### src/rtl/dmem_arbiter_if.sv
// Data-memory arbiter bus: core port, debug port, clear control, memory side.
// The slave modport belongs to the arbiter; master is the requester/memory side.
interface dmem_arbiter_if #(
    parameter int ADDR_W = 10,
    parameter int DATA_W = 32
);
    logic              c_req;
    logic              c_we;
    logic [3:0]        c_be;
    logic [ADDR_W-1:0] c_addr;
    logic [DATA_W-1:0] c_wdata;
    logic              c_gnt;
    logic              c_rvalid;
    logic [DATA_W-1:0] c_rdata;

    logic              d_req;
    logic              d_we;
    logic [3:0]        d_be;
    logic [ADDR_W-1:0] d_addr;
    logic [DATA_W-1:0] d_wdata;
    logic              d_gnt;
    logic              d_rvalid;
    logic [DATA_W-1:0] d_rdata;

    logic              clr_start;
    logic              clr_busy;
    logic              clr_done;

    logic              m_en;
    logic              m_we;
    logic [3:0]        m_be;
    logic [ADDR_W-1:0] m_addr;
    logic [DATA_W-1:0] m_wdata;
    logic [DATA_W-1:0] m_rdata;

    modport slave (
        input  c_req, c_we, c_be, c_addr, c_wdata,
        output c_gnt, c_rvalid, c_rdata,
        input  d_req, d_we, d_be, d_addr, d_wdata,
        output d_gnt, d_rvalid, d_rdata,
        input  clr_start,
        output clr_busy, clr_done,
        output m_en, m_we, m_be, m_addr, m_wdata,
        input  m_rdata
    );

    modport master (
        output c_req, c_we, c_be, c_addr, c_wdata,
        input  c_gnt, c_rvalid, c_rdata,
        output d_req, d_we, d_be, d_addr, d_wdata,
        input  d_gnt, d_rvalid, d_rdata,
        output clr_start,
        input  clr_busy, clr_done,
        input  m_en, m_we, m_be, m_addr, m_wdata,
        output m_rdata
    );
endinterface

### src/rtl/dmem_arbiter.sv
// Single-port data memory arbiter (core vs debug) with a hardware clear engine.
// Core has priority; a starvation counter forces a debug slot.
module dmem_arbiter #(
    parameter int ADDR_W     = 10,
    parameter int DATA_W     = 32,
    parameter int STARVE_MAX = 4
) (
    input logic          clk,
    input logic          rst,
    dmem_arbiter_if.slave bus
);
    localparam int SW = $clog2(STARVE_MAX + 1);
    localparam logic [SW-1:0] STARVE_TOP = SW'(STARVE_MAX);

    typedef enum logic {ARB, CLEAR} state_t;

    state_t            r_state;
    state_t            w_next;
    logic [SW-1:0]     r_starve;
    logic [SW-1:0]     w_starve_nx;
    logic [ADDR_W-1:0] r_clr_cnt;
    logic              r_c_rvalid;
    logic              r_d_rvalid;
    logic              r_clr_done;

    logic              w_dbg_win;
    logic              w_c_gnt;
    logic              w_d_gnt;
    logic              w_clr_last;
    logic              w_m_en;
    logic              w_m_we;
    logic [3:0]        w_m_be;
    logic [ADDR_W-1:0] w_m_addr;
    logic [DATA_W-1:0] w_m_wdata;

    always_comb begin
        w_clr_last  = (r_clr_cnt == '1);
        w_dbg_win   = bus.d_req & (~bus.c_req | (r_starve == STARVE_TOP));
        w_c_gnt     = 1'b0;
        w_d_gnt     = 1'b0;
        w_next      = r_state;
        w_starve_nx = r_starve;
        w_m_en      = 1'b0;
        w_m_we      = 1'b0;
        w_m_be      = 4'h0;
        w_m_addr    = '0;
        w_m_wdata   = '0;
        unique case (r_state)
            ARB: begin
                if (!rst) begin
                    w_c_gnt = bus.c_req & ~w_dbg_win;
                    w_d_gnt = w_dbg_win;
                end
                if (w_c_gnt) begin
                    w_m_en    = 1'b1;
                    w_m_we    = bus.c_we;
                    w_m_be    = bus.c_we ? bus.c_be : 4'h0;
                    w_m_addr  = bus.c_addr;
                    w_m_wdata = bus.c_wdata;
                end else if (w_d_gnt) begin
                    w_m_en    = 1'b1;
                    w_m_we    = bus.d_we;
                    w_m_be    = bus.d_we ? bus.d_be : 4'h0;
                    w_m_addr  = bus.d_addr;
                    w_m_wdata = bus.d_wdata;
                end
                // Debug win or no debug demand resets the fairness count.
                if (w_d_gnt || !bus.d_req) begin
                    w_starve_nx = '0;
                end else if (w_c_gnt && r_starve != STARVE_TOP) begin
                    w_starve_nx = r_starve + 1'b1;
                end
                if (bus.clr_start) begin
                    w_next = CLEAR;
                end
            end
            CLEAR: begin
                w_m_en    = 1'b1;
                w_m_we    = 1'b1;
                w_m_be    = 4'hF;
                w_m_addr  = r_clr_cnt;
                if (w_clr_last) begin
                    w_next = ARB;
                end
            end
        endcase
    end

    always_ff @(posedge clk) begin
        if (rst) begin
            r_state    <= ARB;
            r_starve   <= '0;
            r_clr_cnt  <= '0;
            r_c_rvalid <= 1'b0;
            r_d_rvalid <= 1'b0;
            r_clr_done <= 1'b0;
        end else begin
            r_state    <= w_next;
            r_starve   <= w_starve_nx;
            r_clr_cnt  <= (r_state == CLEAR) ? r_clr_cnt + ADDR_W'(1) : '0;
            r_c_rvalid <= w_c_gnt & ~bus.c_we;
            r_d_rvalid <= w_d_gnt & ~bus.d_we;
            r_clr_done <= (r_state == CLEAR) & w_clr_last;
        end
    end

    assign bus.c_gnt    = w_c_gnt;
    assign bus.d_gnt    = w_d_gnt;
    assign bus.c_rvalid = r_c_rvalid;
    assign bus.d_rvalid = r_d_rvalid;
    assign bus.c_rdata  = bus.m_rdata;
    assign bus.d_rdata  = bus.m_rdata;
    assign bus.clr_busy = (r_state == CLEAR);
    assign bus.clr_done = r_clr_done;
    assign bus.m_en     = w_m_en;
    assign bus.m_we     = w_m_we;
    assign bus.m_be     = w_m_be;
    assign bus.m_addr   = w_m_addr;
    assign bus.m_wdata  = w_m_wdata;
endmodule

### src/flat_wrapper.sv
// flat-port wrapper written by rule: the top's interface ports become plain ports
module dmem_arbiter_flat 
#(
    parameter int ADDR_W     = 10,
    parameter int DATA_W     = 32,
    parameter int STARVE_MAX = 4
)
  (clk, rst, bus_c_req, bus_c_we, bus_c_be, bus_c_addr, bus_c_wdata, bus_c_gnt, bus_c_rvalid, bus_c_rdata, bus_d_req, bus_d_we, bus_d_be, bus_d_addr, bus_d_wdata, bus_d_gnt, bus_d_rvalid, bus_d_rdata, bus_clr_start, bus_clr_busy, bus_clr_done, bus_m_en, bus_m_we, bus_m_be, bus_m_addr, bus_m_wdata, bus_m_rdata);
  dmem_arbiter_if #(.ADDR_W(ADDR_W), .DATA_W(DATA_W)) bus_i ();
  input logic clk;
  input logic rst;
  input wire logic [$bits(bus_i.c_req)-1:0] bus_c_req;
  input wire logic [$bits(bus_i.c_we)-1:0] bus_c_we;
  input wire logic [$bits(bus_i.c_be)-1:0] bus_c_be;
  input wire logic [$bits(bus_i.c_addr)-1:0] bus_c_addr;
  input wire logic [$bits(bus_i.c_wdata)-1:0] bus_c_wdata;
  output wire logic [$bits(bus_i.c_gnt)-1:0] bus_c_gnt;
  output wire logic [$bits(bus_i.c_rvalid)-1:0] bus_c_rvalid;
  output wire logic [$bits(bus_i.c_rdata)-1:0] bus_c_rdata;
  input wire logic [$bits(bus_i.d_req)-1:0] bus_d_req;
  input wire logic [$bits(bus_i.d_we)-1:0] bus_d_we;
  input wire logic [$bits(bus_i.d_be)-1:0] bus_d_be;
  input wire logic [$bits(bus_i.d_addr)-1:0] bus_d_addr;
  input wire logic [$bits(bus_i.d_wdata)-1:0] bus_d_wdata;
  output wire logic [$bits(bus_i.d_gnt)-1:0] bus_d_gnt;
  output wire logic [$bits(bus_i.d_rvalid)-1:0] bus_d_rvalid;
  output wire logic [$bits(bus_i.d_rdata)-1:0] bus_d_rdata;
  input wire logic [$bits(bus_i.clr_start)-1:0] bus_clr_start;
  output wire logic [$bits(bus_i.clr_busy)-1:0] bus_clr_busy;
  output wire logic [$bits(bus_i.clr_done)-1:0] bus_clr_done;
  output wire logic [$bits(bus_i.m_en)-1:0] bus_m_en;
  output wire logic [$bits(bus_i.m_we)-1:0] bus_m_we;
  output wire logic [$bits(bus_i.m_be)-1:0] bus_m_be;
  output wire logic [$bits(bus_i.m_addr)-1:0] bus_m_addr;
  output wire logic [$bits(bus_i.m_wdata)-1:0] bus_m_wdata;
  input wire logic [$bits(bus_i.m_rdata)-1:0] bus_m_rdata;
  assign bus_i.c_req = bus_c_req;
  assign bus_i.c_we = bus_c_we;
  assign bus_i.c_be = bus_c_be;
  assign bus_i.c_addr = bus_c_addr;
  assign bus_i.c_wdata = bus_c_wdata;
  assign bus_c_gnt = bus_i.c_gnt;
  assign bus_c_rvalid = bus_i.c_rvalid;
  assign bus_c_rdata = bus_i.c_rdata;
  assign bus_i.d_req = bus_d_req;
  assign bus_i.d_we = bus_d_we;
  assign bus_i.d_be = bus_d_be;
  assign bus_i.d_addr = bus_d_addr;
  assign bus_i.d_wdata = bus_d_wdata;
  assign bus_d_gnt = bus_i.d_gnt;
  assign bus_d_rvalid = bus_i.d_rvalid;
  assign bus_d_rdata = bus_i.d_rdata;
  assign bus_i.clr_start = bus_clr_start;
  assign bus_clr_busy = bus_i.clr_busy;
  assign bus_clr_done = bus_i.clr_done;
  assign bus_m_en = bus_i.m_en;
  assign bus_m_we = bus_i.m_we;
  assign bus_m_be = bus_i.m_be;
  assign bus_m_addr = bus_i.m_addr;
  assign bus_m_wdata = bus_i.m_wdata;
  assign bus_i.m_rdata = bus_m_rdata;
  dmem_arbiter #(.ADDR_W(ADDR_W), .DATA_W(DATA_W), .STARVE_MAX(STARVE_MAX)) u_core (.clk(clk), .rst(rst), .bus(bus_i));
endmodule
### config.mk
export PLATFORM = sky130hd
export DESIGN_NAME = dmem_arbiter_flat
export DESIGN_NICKNAME = d
export VERILOG_FILES = /design/src/rtl/dmem_arbiter_if.sv /design/src/rtl/dmem_arbiter.sv /design/src/flat_wrapper.sv
export SDC_FILE = /design/constraint.sdc
export NUM_CORES = 1
export LEC_CHECK = 0
export CAP_MARGIN = 20
export CORE_AREA = 5 5 94 96
export CTS_CLUSTER_DIAMETER = 150
export CTS_CLUSTER_SIZE = 28
export DETAILED_ROUTE_END_ITERATION = 12
export DIE_AREA = 0 0 99 101
export PLACE_DENSITY = 0.77
export SYNTH_ARGS = -nofsm -noshare
export SYNTH_HDL_FRONTEND = slang
export SYNTH_SLANG_ARGS = --single-unit
### constraint.sdc
create_clock -name clk -period 2.1 [get_ports clk]
set_input_delay 0.42 -clock clk [delete_from_list [all_inputs] [get_ports clk]]
set_output_delay 0.42 -clock clk [all_outputs]
set_load 0.1 [all_outputs]
---- After elaboration in Yosys (flattened, before gate mapping) ----
Index checks and enable logic that the tools add are counted.
word-level totals
  flip-flop bits (word level) ............. 17
  input bits .............................. 131
  output and inout bits ................... 118
  logic and storage cells ................. 56
operators by class
  $add $sub $neg .......................... 2
  equal/unequal tests ..................... 3
  multiplexer cells ....................... 28
  bitwise operators ....................... 11
  reductions and logical operators ........ 6
operators with widths
  cell                                            number
  2-to-1 mux 32 bit                               3
  2-to-1 mux 10 bit                               2
  case mux 10 bit (2 select lines)                1
  2-to-1 mux 4 bit                                4
  2-to-1 mux 1 bit                                12
  adder 10 x 1 -> 10 bit (second input constant)  1
  == test 10 bit (second input constant)          1
  case mux 4 bit (2 select lines)                 1
  2-to-1 mux 3 bit                                2
  case mux 1 bit (2 select lines)                 3
  AND 1 bit                                       5
  inverter 1 bit                                  5
  adder 3 x 1 -> 3 bit (second input constant)    1
  == test 3 bit (second input constant)           1
  != test 3 bit (second input constant)           1
  AND reduction 2 bit                             1
  nonzero test 2 bit                              1
  OR reduction 2 bit                              1
  logical AND 1 bit                               1
  zero test 1 bit                                 1
  logical OR 1 bit                                1
  bitwise OR 1 bit                                1

---- Depth between registers and ports, before layout ----
  word-level depth ........................ 10
  gate-level depth with buffers ........... 7

---- Worst setup path after synthesis ----
No wires, ideal clock.
  kind .................................... register to output
  start ................................... register u_core.r_state (netlist: u_core.bus.clr_busy)
  end ..................................... output port bus_m_wdata[23]
  data arrival time ....................... 2,546 ps
  data required time ...................... 1,680 ps
  setup slack ............................. -866 ps
  cell stages (with the launch flop) ...... 6
  buffers on the path ..................... 2
  path through ............................ dfxtp_1 nor2_1 and3b_1 buf_6 buf_2 a22o_1
between the ends
  longest elaborated chain between the ends .. 1
ends and longest elaborated chain
  item                      RTL line            source
  start: declaration        dmem_arbiter.sv:17  state_t r_state;
  start signal: assignment  dmem_arbiter.sv:98  r_state <= w_next;
  2-to-1 mux 32 bit         dmem_arbiter.sv:48  unique case (r_state)
  end: declaration          flat_wrapper.sv:35  output wire logic [$bits(bus_i.m_wdata)-1:0] bus_m_wdata;
No other way between the ends.

---- Worst setup path in the final report ----
  start ................................... register u_core.r_starve[0]
  end ..................................... output port bus_m_addr[2]
between the ends
  longest elaborated chain between the ends .. 9
  elaborated cells between the ends (all ways) .. 12
  those cells by class .................... eq/ne (1); mux (7); bitwise (4)
ends and longest elaborated chain
  item                                  RTL line            source
  start: declaration                    dmem_arbiter.sv:19  logic [SW-1:0] r_starve;
  start signal: assignment              dmem_arbiter.sv:99  r_starve <= w_starve_nx;
  == test 3 bit (*)                     dmem_arbiter.sv:38  w_dbg_win = bus.d_req & (~bus.c_req | (r_starve == STARVE_TOP));
  bitwise OR 1 bit (*)                  dmem_arbiter.sv:38
  AND 1 bit (*)                         dmem_arbiter.sv:38
  inverter 1 bit                        dmem_arbiter.sv:51  w_c_gnt = bus.c_req & ~w_dbg_win;
  AND 1 bit                             dmem_arbiter.sv:51
  2-to-1 mux 1 bit                      dmem_arbiter.sv:50  if (!rst) begin
  2-to-1 mux 1 bit                      dmem_arbiter.sv:48
  2-to-1 mux 10 bit (*)                 dmem_arbiter.sv:54  if (w_c_gnt) begin
  case mux 10 bit (2 select lines) (*)  dmem_arbiter.sv:48
  end: declaration                      flat_wrapper.sv:34  output wire logic [$bits(bus_i.m_addr)-1:0] bus_m_addr;
Every way passes the cells marked *; elsewhere a longest branch is shown, timed or not. The select of a mux whose other input is x is not followed.

==> results.toml <==
[floorplanning]
die_x_um = 99
start_util_pct = 22.8
design.die.area_sq_mm = 0.0100
core_area_sq_mm = 0.00797
rows = 33
die_h_um = 101
ios = 249

[synthesis]
netlist_area_sq_mm = 0.00182
syn_area_per_cell_sq_um = 8.22
synth_common_cells = "64 x buf_4, 32 x a22o_1, 17 x dfxtp_1"
ys_async_sr_fraction_pct = 0
yosysSeqAreaShare_pct = 18.7
synth-seq-cells = 17
syn_nets = 355
yosys_warnings = 0
synth_cell_types = 35
synth_top_area_share_pct = 26.4
yosys.cell_count.top_type = "buf_4"
synth_area_leader_cell = "buf_4"
syn-instance-count = 221
synth_top_cells_by_area = "buf_4 26%, dfxtp_1 19%, a22o_1 15%, a221o_1 7.7%, and2_1 3.8%"
synth_edf_count = 0
synthFlopType = "dfxtp_1"

[run]
maxCapViolations = 0

[finish]
fillers = 675
antennaDiodeCount = 0
drive_gt1_share_pct = 43.8
syn2layout_area_growth_pct = 127
utilization_pct = 51.9
nNetsFinal = 459
final_cells = 429

[drt]
viasPerCell = 4.63
drtIter0Drc = 45
ant_nets = 0
wl_per_cell_um = 20.0
drtPass1Iterations = 4
routed_wl_mm = 8.60
drc = 0
vias = 1985

[critical_path]
path_max_fanout = 6
critPathLaunchType = "flop"
rrSetupSlack_ns = 0.52
reg2reg_from = "u_core.r_starve[0]$_SDFFE_PP0P_"
cp-end-kind = "primary output"
cp_data_required_time_ns = 1.68
reg2reg_depth = 8
crit_arrival_ns = 1.93
crit_type = "flop to primary output"
r2r_end = "u_core.bus.d_rvalid$_SDFF_PP0_"

[cts]
root_buffer = "clkbuf_8"
cts_buffers = 3
htree_num_levels = 1
clk_latency_ns = 0.25
clk_pin_slew_ns = 0.07
hold_buffers = 0
cts_buffer_depth = 2
cts_tree = "yes"
cts_num_sinks = 17

[global_route]
grt_max_degree = 33
grt_pass1_vias = 2149
grt_overflow = 0
grtUsageTotal_pct = 16.3
grt_first_pass_wirelength_mm = 12.7
antenna_found_initial = 0

[sta]
relSlewSlack_pct = 78.7
min_period_over_period_pct = 112
setup_viol = 48
finalHoldViolations = 0
holdWs_ns = 0.485
timing.final.max_slew_violations = 0
tightest_slew_ns = 0.319
clock_skew_ns = 0.00258
fin_ws_ns = -0.246
fmax_mhz = 426
period_needed_ns = 2.35
rsz0062_at_grt = "true"

[hold_path]
whs_path_depth = 2
min_to = "u_core.bus.clr_done$_SDFF_PP0_"
hold_class = "flop to flop"
min_from = "u_core.r_clr_cnt[9]$_SDFF_PP0_"

[pwr]
p_leak_nw = 1.70
ir_drop_v = 0.000263
finalPower_mw = 1.72
cellPowerDensity_mw_per_mm2 = 417

[place]
portBuffers = 152
dpl.hpwl_mm = 6.77
post-place-ws_ns = -0.458
placedCellCount = 414
place_congestion = 0.788

[outcome]
outcome = "finished, violations left"
violations = "setup timing"
## placed cells by master (no fill, tap or decap), types with 4 or more instances in the layout
cell type	synthesis	routed
nand2_1	6	6
buf_4	64	16
and2_1	11	11
dfxtp_1	17	14
clkdlybuf4s50_1	0	95
a221o_2	0	13
buf_12	0	57
nor2b_1	4	4
nand3_1	6	6
nor2_1	9	8
a22o_4	0	32
a21oi_1	7	7
## metrics by stage
step / TNS, ns / area [sq um]
2_1_floorplan: -2.18 / 1960
3_3_place_gp: -14.78 / 3700
3_5_place_dp: -16.45 / 3700
4_1_cts: -10.65 / 4160
5_1_grt: -12.63 / 4130
6_report: -8.18 / 4130
## cell type report
class | instances | area, sq um | area share [%]
timing repair buffer | 177 | 2350 | 57.0
multi-input combinational | 122 | 1240 | 30.0
sequential | 17 | 347 | 8.39
tap | 105 | 131 | 3.18
clock buffer | 3 | 41.3 | 0.999
inverter | 4 | 15.0 | 0.363
clock inverter | 1 | 5.00 | 0.121
## report_power, final
part	total (mW)	leakage, nW	switching, mW	internal (mW)
combinational	1.14	1.53	0.632	0.513
sequential	0.331	0.139	0.00387	0.327
clock	0.250	0.0255	0.118	0.132
## metal layers
layer	track usage (%)	vias up	wire, um
li1	-	948	-
met3	7.13	16	941
met2	29.6	108	4520
met1	17.5	913	3020
met4	3.15	0	114
met5	0	-	0
## worst max-delay path, stage by stage (launching register included)
cell and delay (ns):
dfxtp_2 0.33, inv_2 0.05, ha_4 0.16, a21boi_2 0.13
and3b_4 0.29, buf_12 0.15, a221o_2 0.38, buf_12 0.18
## state kept, by name, summed over array words and instances (netlist names)
signal               flops
u_core.bus.clr_busy      1
u_core.r_starve          3
u_core.bus.d_rvalid      1
u_core.r_clr_cnt        10
u_core.bus.c_rvalid      1
u_core.bus.clr_done      1
## how the worst max path moves through the flow
stage	startpoint	to	depth (start not counted)
2_1_floorplan	rst	bus_m_wdata[23]	6
3_3_place_gp	bus_c_req	bus_m_addr[8]	6
3_5_place_dp	bus_c_req	bus_m_addr[2]	6
4_1_cts	u_core.r_starve[0]$_SDFFE_PP0P_	bus_m_addr[2]	7
5_1_grt	u_core.r_starve[0]$_SDFFE_PP0P_	bus_m_addr[6]	7
6_report	u_core.r_starve[0]$_SDFFE_PP0P_	bus_m_addr[2]	7
## logic make-up after synthesis
family	share of synthesized area (%)
AOI/OAI and AO/OA	27.9
xor gates and xnor gates	1.45
adders and majority gates	2.07
buffers and inverters	31.6
DFF	18.7
muxes	0.551
and+or+nand+nor	17.7
## what timing repair did
item,in CTS,in global routing
pin swaps,45,3
gates resized for setup,41,0
buffers inserted,6,2
cloned,5,0
setup endpoints to repair,49,48
(Power assumes the default switching activity.)
